`src/rtl/alu_mul_pipe.sv`:
```
// alu_mul_pipe: fully pipelined unsigned multiplier with stall/flush, hazard lookup and occupancy count.
// Optional feature: define ALU_MUL_OVERFLOW_XCPT_EN to build and pipeline the product-overflow flag.
module alu_mul_pipe #(
    parameter int DATA_WIDTH  = 32,
    parameter int MUL_LATENCY = 5,
    parameter int ADDR_WIDTH  = 5,
    parameter int PC_WIDTH    = 32
) (
    input  logic                               clock,
    input  logic                               reset,
    input  logic                               stall_mul,
    input  logic                               flush_mul,
    input  logic                               req_mul_valid,
    input  logic [DATA_WIDTH-1:0]              req_mul_ra_data,
    input  logic [DATA_WIDTH-1:0]              req_mul_rb_data,
    input  logic [ADDR_WIDTH-1:0]              req_mul_rd_addr,
    input  logic [PC_WIDTH-1:0]                req_mul_pc,
    output logic                               rsp_mul_valid,
    output logic [DATA_WIDTH-1:0]              rsp_mul_data,
    output logic [ADDR_WIDTH-1:0]              rsp_mul_rd_addr,
    output logic [PC_WIDTH-1:0]                rsp_mul_pc,
    output logic                               rsp_mul_xcpt_overflow,
    input  logic [ADDR_WIDTH-1:0]              hz_query_addr,
    output logic                               hz_match,
    output logic [$clog2(MUL_LATENCY+1)-1:0]   mul_occupancy,
    output logic                               mul_busy
);

    localparam int OCC_WIDTH = $clog2(MUL_LATENCY + 1);

    if (MUL_LATENCY < 1) begin : g_bad_latency
        $error("alu_mul_pipe: MUL_LATENCY must be at least 1");
    end

    // Stage index 0 is the first register, MUL_LATENCY-1 is the output register.
    logic [MUL_LATENCY-1:0] vld_r;
    logic [MUL_LATENCY-1:0] vld_nxt_s;
    logic [DATA_WIDTH-1:0]  data_r [MUL_LATENCY];
    logic [ADDR_WIDTH-1:0]  rd_r   [MUL_LATENCY];
    logic [PC_WIDTH-1:0]    pc_r   [MUL_LATENCY];
    logic [OCC_WIDTH-1:0]   occ_r;
    logic [OCC_WIDTH-1:0]   occ_nxt_s;
    logic [DATA_WIDTH-1:0]  prod_lo_s;
    logic                   hz_match_s;

`ifdef ALU_MUL_OVERFLOW_XCPT_EN
    logic [2*DATA_WIDTH-1:0] prod_full_s;
    logic                    prod_ovf_s;
    logic                    ovf_r [MUL_LATENCY];

    assign prod_full_s = {{DATA_WIDTH{1'b0}}, req_mul_ra_data} * {{DATA_WIDTH{1'b0}}, req_mul_rb_data};
    assign prod_lo_s   = prod_full_s[DATA_WIDTH-1:0];
    assign prod_ovf_s  = |prod_full_s[2*DATA_WIDTH-1:DATA_WIDTH];

    // overflow flag travels with its operation; frozen under stall like the data fields
    always_ff @(posedge clock) begin
        if (reset) begin
            for (int k = 0; k < MUL_LATENCY; k++) begin
                ovf_r[k] <= 1'b0;
            end
        end else if (!stall_mul) begin
            if (req_mul_valid) begin
                ovf_r[0] <= prod_ovf_s;
            end
            for (int k = 1; k < MUL_LATENCY; k++) begin
                ovf_r[k] <= ovf_r[k-1];
            end
        end
    end

    assign rsp_mul_xcpt_overflow = ovf_r[MUL_LATENCY-1];
`else
    // Truncating multiply: only the low half is ever needed here.
    assign prod_lo_s             = req_mul_ra_data * req_mul_rb_data;
    assign rsp_mul_xcpt_overflow = 1'b0;
`endif

    // next valid vector: flush kills everything, stall holds, otherwise shift in the request
    always_comb begin
        vld_nxt_s = vld_r;
        if (flush_mul) begin
            vld_nxt_s = '0;
        end else if (stall_mul) begin
            vld_nxt_s = vld_r;
        end else begin
            vld_nxt_s[0] = req_mul_valid;
            for (int k = 1; k < MUL_LATENCY; k++) begin
                vld_nxt_s[k] = vld_r[k-1];
            end
        end
    end

    // occupancy is the population count of next-cycle valid bits
    always_comb begin
        occ_nxt_s = '0;
        for (int k = 0; k < MUL_LATENCY; k++) begin
            occ_nxt_s = occ_nxt_s + OCC_WIDTH'(vld_nxt_s[k]);
        end
    end

    // valid and occupancy state registers
    always_ff @(posedge clock) begin
        if (reset) begin
            vld_r <= '0;
            occ_r <= '0;
        end else begin
            vld_r <= vld_nxt_s;
            occ_r <= occ_nxt_s;
        end
    end

    // payload pipeline: stage 0 loads only on a real request, the rest shift when not stalled
    always_ff @(posedge clock) begin
        if (reset) begin
            for (int k = 0; k < MUL_LATENCY; k++) begin
                data_r[k] <= '0;
                rd_r[k]   <= '0;
                pc_r[k]   <= '0;
            end
        end else if (!stall_mul) begin
            if (req_mul_valid) begin
                data_r[0] <= prod_lo_s;
                rd_r[0]   <= req_mul_rd_addr;
                pc_r[0]   <= req_mul_pc;
            end
            for (int k = 1; k < MUL_LATENCY; k++) begin
                data_r[k] <= data_r[k-1];
                rd_r[k]   <= rd_r[k-1];
                pc_r[k]   <= pc_r[k-1];
            end
        end
    end

    // hazard lookup across every stage including the output register; register 0 never conflicts
    always_comb begin
        hz_match_s = 1'b0;
        if (hz_query_addr != '0) begin
            for (int k = 0; k < MUL_LATENCY; k++) begin
                hz_match_s = hz_match_s | (vld_r[k] & (rd_r[k] == hz_query_addr));
            end
        end else begin
            hz_match_s = 1'b0;
        end
    end

    assign hz_match        = hz_match_s;
    assign rsp_mul_valid   = vld_r[MUL_LATENCY-1];
    assign rsp_mul_data    = data_r[MUL_LATENCY-1];
    assign rsp_mul_rd_addr = rd_r[MUL_LATENCY-1];
    assign rsp_mul_pc      = pc_r[MUL_LATENCY-1];
    assign mul_occupancy   = occ_r;
    assign mul_busy        = (occ_r != '0);

endmodule

```
`config.mk`:
```
export PLATFORM = sky130hd
export DESIGN_NAME = alu_mul_pipe
export DESIGN_NICKNAME = d
export VERILOG_FILES = /design/src/rtl/alu_mul_pipe.sv
export SDC_FILE = /design/constraint.sdc
export NUM_CORES = 2
export LEC_CHECK = 0
export CORE_MARGIN = 10
export CORE_UTILIZATION = 25
export CTS_CLUSTER_SIZE = 8
export DETAILED_ROUTE_END_ITERATION = 10
export SLEW_MARGIN = 25
export SYNTH_ARGS = -nofsm -noshare
export SYNTH_HDL_FRONTEND = slang
export SYNTH_SLANG_ARGS = --single-unit
```
`constraint.sdc`:
```
create_clock -name clock -period 21.4 [get_ports clock]
set_clock_uncertainty 0.1 [all_clocks]
set_input_delay 4.28 -clock clock [delete_from_list [all_inputs] [get_ports clock]]
set_output_delay 4.28 -clock clock [all_outputs]
set_load 0.1 [all_outputs]
```
# --- After elaboration in Yosys (flattened, before gate mapping) ---
# Memories as Yosys holds them, arrays and structs flattened.
# Index checks and enable logic that the tools add are counted.
classes:
  n_eq_ne: 5
  n_lt_le_gt_ge: 0
  addsub: 4
  mux: 27
  n_bitwise: 24
  shift: 0
  div_mod_pow: 0
  reduce_logical: 2
  mul: 1
op_table:
  columns: ["operator", "n"]
  rows:
  - ["32-bit two-way mux", 10]
  - ["5-bit two-way mux", 7]
  - ["32-bit by 32-bit multiplier with 32-bit output", 1]
  - ["5-bit equality test", 5]
  - ["1-bit bitwise OR", 19]
  - ["1-bit two-way mux", 10]
  - ["3-bit by 1-bit adder with 3-bit output", 2]
  - ["1-bit AND", 5]
  - ["5-bit nonzero test", 1]
  - ["2-bit by 1-bit adder with 3-bit output", 1]
  - ["3-bit nonzero test", 1]
  - ["1-bit by 1-bit adder with 2-bit output", 1]
totals:
  memories: 3
  latch_bits: 0
  input_bits: 111
  ramBits: 345
  rom_bits: 0
  word_cells: 68
  regBits: 8
  out_inout_bits: 76
mem_list:
  columns: ["memory", "words", "width", "rd", "rd_clocked_by_memory_dff", "wr", "line", "source"]
  rows:
  - ["data_r", 5, 32, 5, 0, 5, "38", "logic [DATA_WIDTH-1:0] data_r [MUL_LATENCY];"]
  - ["pc_r", 5, 32, 5, 0, 5, "40", "logic [PC_WIDTH-1:0] pc_r [MUL_LATENCY];"]
  - ["rd_r", 5, 5, 5, 0, 5, "39", "logic [ADDR_WIDTH-1:0] rd_r [MUL_LATENCY];"]

# --- Logic depth before layout (Yosys ltp) ---
# An unclocked memory read counts as a cell.
depth:
  ltp_word: 8
  mapped_depth: 28
  mapped_depth_nobuf: 26

# --- Worst setup path before layout ---
# OpenSTA, ideal clock, no wires.
synth_path:
  kind: "in2reg"
  from: "in reset"
  to: "mem data_r[3][4] (netlist: data_r[0][100]) (enable)"
  arrival_ns: 11.151
  n_path_buf: 1
  setup_slack_ns: 9.462
  required_time_ns: 20.613
  setup_time_ns: 0.687
  stages: 2
  cell_sequence: "clkbuf_1 > nand2b_1"
synth_lines:
  columns: ["item", "line", "source"]
  rows:
  - ["from (decl)", "10", "input logic reset,"]
  - ["to (decl)", "38", null]

==> reports/metrics.cfg <==
[status]
status=complete, no violations

[yosys]
ys_types=43
ys_seq_elements=353
yosysMostFrequentCell=and2_1
synth-main-ff-cell=edfxtp_1
syn_nets=3262
synth_top_area_share_pct=35.19
yosysWarnings=0
synth-async-reset-ratio_pct=0
yosys-top-cells-area=edfxtp_1 (35%), fa_1 (28%), and2_1 (13%)
synth_cells=2617
synth_area_um2=29440
ys_seq_area_share_pct=35.73
synth-edff-count=345
avgSynthCellArea_um2=11.25
synth_area_leader_cell=edfxtp_1
synthTopCellsByCount=and2_1 (605), fa_1 (410), inv_1 (398), edfxtp_1 (345), nand2_1 (253)

[global_routing]
grt-ovfl-total=0
antenna_found_initial=2
grt_pass1_vias=18991
grt_pass1_wl_um=108400
grt_max_degree=242
grt_use_total_pct=10.34

[floorplanning]
die-area_um2=131900
core.rowCount=125
ios=187
die_height_um=363.2
die_width_um=363.2
core-area_um2=116500
start_util_pct=25.27

[worst_setup_path]
regToRegStartpoint=vld_r[0]$_SDFF_PP0_
crit_path_end_kind=flop
slowest_delay_ns=0.96
critPathLaunchType=primary input
path_class=primary input to flop
path_max_fanout=29
worstRegToRegCells=6
worstPathArrival_ns=12.04
cp_slowest_cell=clkdlybuf4s50_1
crit_top_cell=fa_1
crit_path_cell_trace=clkdlybuf4s50_1 > and2_1 > fa_1 > inv_1 > fa_1 > fa_1 > fa_1 > inv_1 > fa_1 > fa_1 > inv_1 > fa_1 > fa_1 > inv_1 > ha_1 > a211oi_1 > o21ai_0 > a221oi_1 > o21ai_1 > o21ai_1 > a21oi_1 > a31oi_1 > xor2_1 > nor2_1
reg2reg_to=mul_occupancy[1]$_SDFF_PP0_
cp.required_ns=21.58
regToRegSetupSlack_ns=19.28

[detailed_routing]
drt_iter0_drc=1038
routed_via_density=4.132
via_count=17446
wl_per_cell_um=16.11
wirelength_um=68000
final_antenna_net_count=0
drt_first_pass_iters=5
route.detailed.drc=0

[sta]
min_period_ns=11.86
fin_ws_ns=9.536
fin_crit_sh_pct=55.44
max_slew_margin_pct=27.87
tns_ns=0
max_freq_mhz=84.29
setup_viol=0
tightest_slew_ns=1.079
slew_violations=0
hold_viol=0
rsz0062_at_grt=no

[clock_network]
clkTransAtPathRegs_ns=0.05
htreeDepth=2
cts_tree=yes
clockRootBuffer=clkbuf_16
cts_sinks=353
numCtsBuffers=50
ctsLongestPathBuffers=3
clk-insertion-delay-late_ns=0.57
cts_resized=0
postCtsSetupBuffers=0
ctsHoldBuffers=0

[min_path]
holdPathEnd=data_r[0][144]$_SDFFCE_PN0P_
hold_path.class=flop to flop
min_from=data_r[0][112]$_SDFFCE_PN0P_
holdPathStages=1

[finish]
final_cells=4222
fin_nets=3326
syn_to_final_growth_pct=14.87
drive_above_1_share_pct=3.560

[place]
gp_congestion=0.8335
hpwl_um=49000
port_buffers=185
dp_slack_ns=9.013
dp_cells=4152

[job]
max-cap-violations=0

-- worst max-delay path, delay by kind of cell --
kind	cells	cell delay (ns)
buffers and inverters	5	1.16
and+or+nand+nor	2	0.51
adders and majority gates	9	4.28
xor gates and xnor gates	1	0.16
AOI/OAI and AO/OA	7	1.65
-- worst max-delay path by stage --
stage | startpoint | end | slack [ns] | cells past startpoint
finish | req_mul_rb_data[3] | data_r[0][29]$_SDFFCE_PN0P_ | 9.54 | 24
floorplan | reset | data_r[0][100]$_SDFFCE_PN0P_ | 9.46 | 2
detailed placement | req_mul_rb_data[2] | data_r[0][29]$_SDFFCE_PN0P_ | 9.01 | 24
global placement | req_mul_ra_data[13] | data_r[0][29]$_SDFFCE_PN0P_ | 9.11 | 24
global route | req_mul_rb_data[6] | data_r[0][29]$_SDFFCE_PN0P_ | 9.24 | 24
CTS | req_mul_rb_data[2] | data_r[0][29]$_SDFFCE_PN0P_ | 9.63 | 24
-- placed cells by master (no fill, tap or decap), types with 7 or more instances in the layout --
master,n
o21ai_0,8
xnor2_1,70
xor2_1,39
clkdlybuf4s50_1,181
nand3_1,7
and2_1,605
a21oi_1,26
buf_4,27
ha_1,124
nand2_1,253
inv_1,398
clkbuf_1,14
nor3_1,7
o21ai_1,7
dfxtp_1,8
edfxtp_1,345
clkbuf_16,51
fa_1,410
a21o_1,11
nor2_1,34
-- kinds of logic (layout without fill, tap and decap cells) --
family,after synthesis,in the layout,synth area share [%]
other,1,2,0.01274
flip-flops,353,353,35.73
AO/OA/AOI/OAI,79,79,1.747
adder cells (fa/ha/maj),534,534,33.15
buffers and inverters,600,680,8.560
XOR/XNOR,109,109,3.243
AND/OR/NAND/NOR,937,937,17.42
multiplexers,4,4,0.1360
-- flip-flops by register name, indices dropped and copies added, names as in the netlist --
name	flops
mul_occupancy	3
vld_r	5
rd_r	25
data_r	160
pc_r	160
-- stage by stage --
stage	hold WS, ns	utilization, %	instance area, um2
3_3_place_gp	0.3985	27.81	32400
6_report	0.3919	29.02	33820
2_1_floorplan	0.3967	-	29440
4_1_cts	0.3931	29.01	33800
5_1_grt	0.4075	29.02	33820
3_5_place_dp	0.4022	27.81	32400
-- cell type report --
type	count	area [um2]
Fill cell	12021	82700
Multi-Input combinational cell	1664	16420
Sequential cell	353	10520
Timing Repair Buffer	214	2074
Tap cell	1524	1907
Inverter	398	1494
Clock buffer	65	1329
Clock inverter	3	68.82
Antenna cell	1	2.502
-- metal layers --
metal  share of wire (%)  vias to the layer above  GRT usage, %
li1                    -                     8035             -
met5               0.010                        -             0
met1                  45                     8837         13.98
met4                 2.2                        2         2.656
met3                 6.2                       92         1.790
met2                  47                      480         17.04
Power is not shown: default switching activity piles up to over one toggle a cycle in this logic, so the estimate is an artifact.
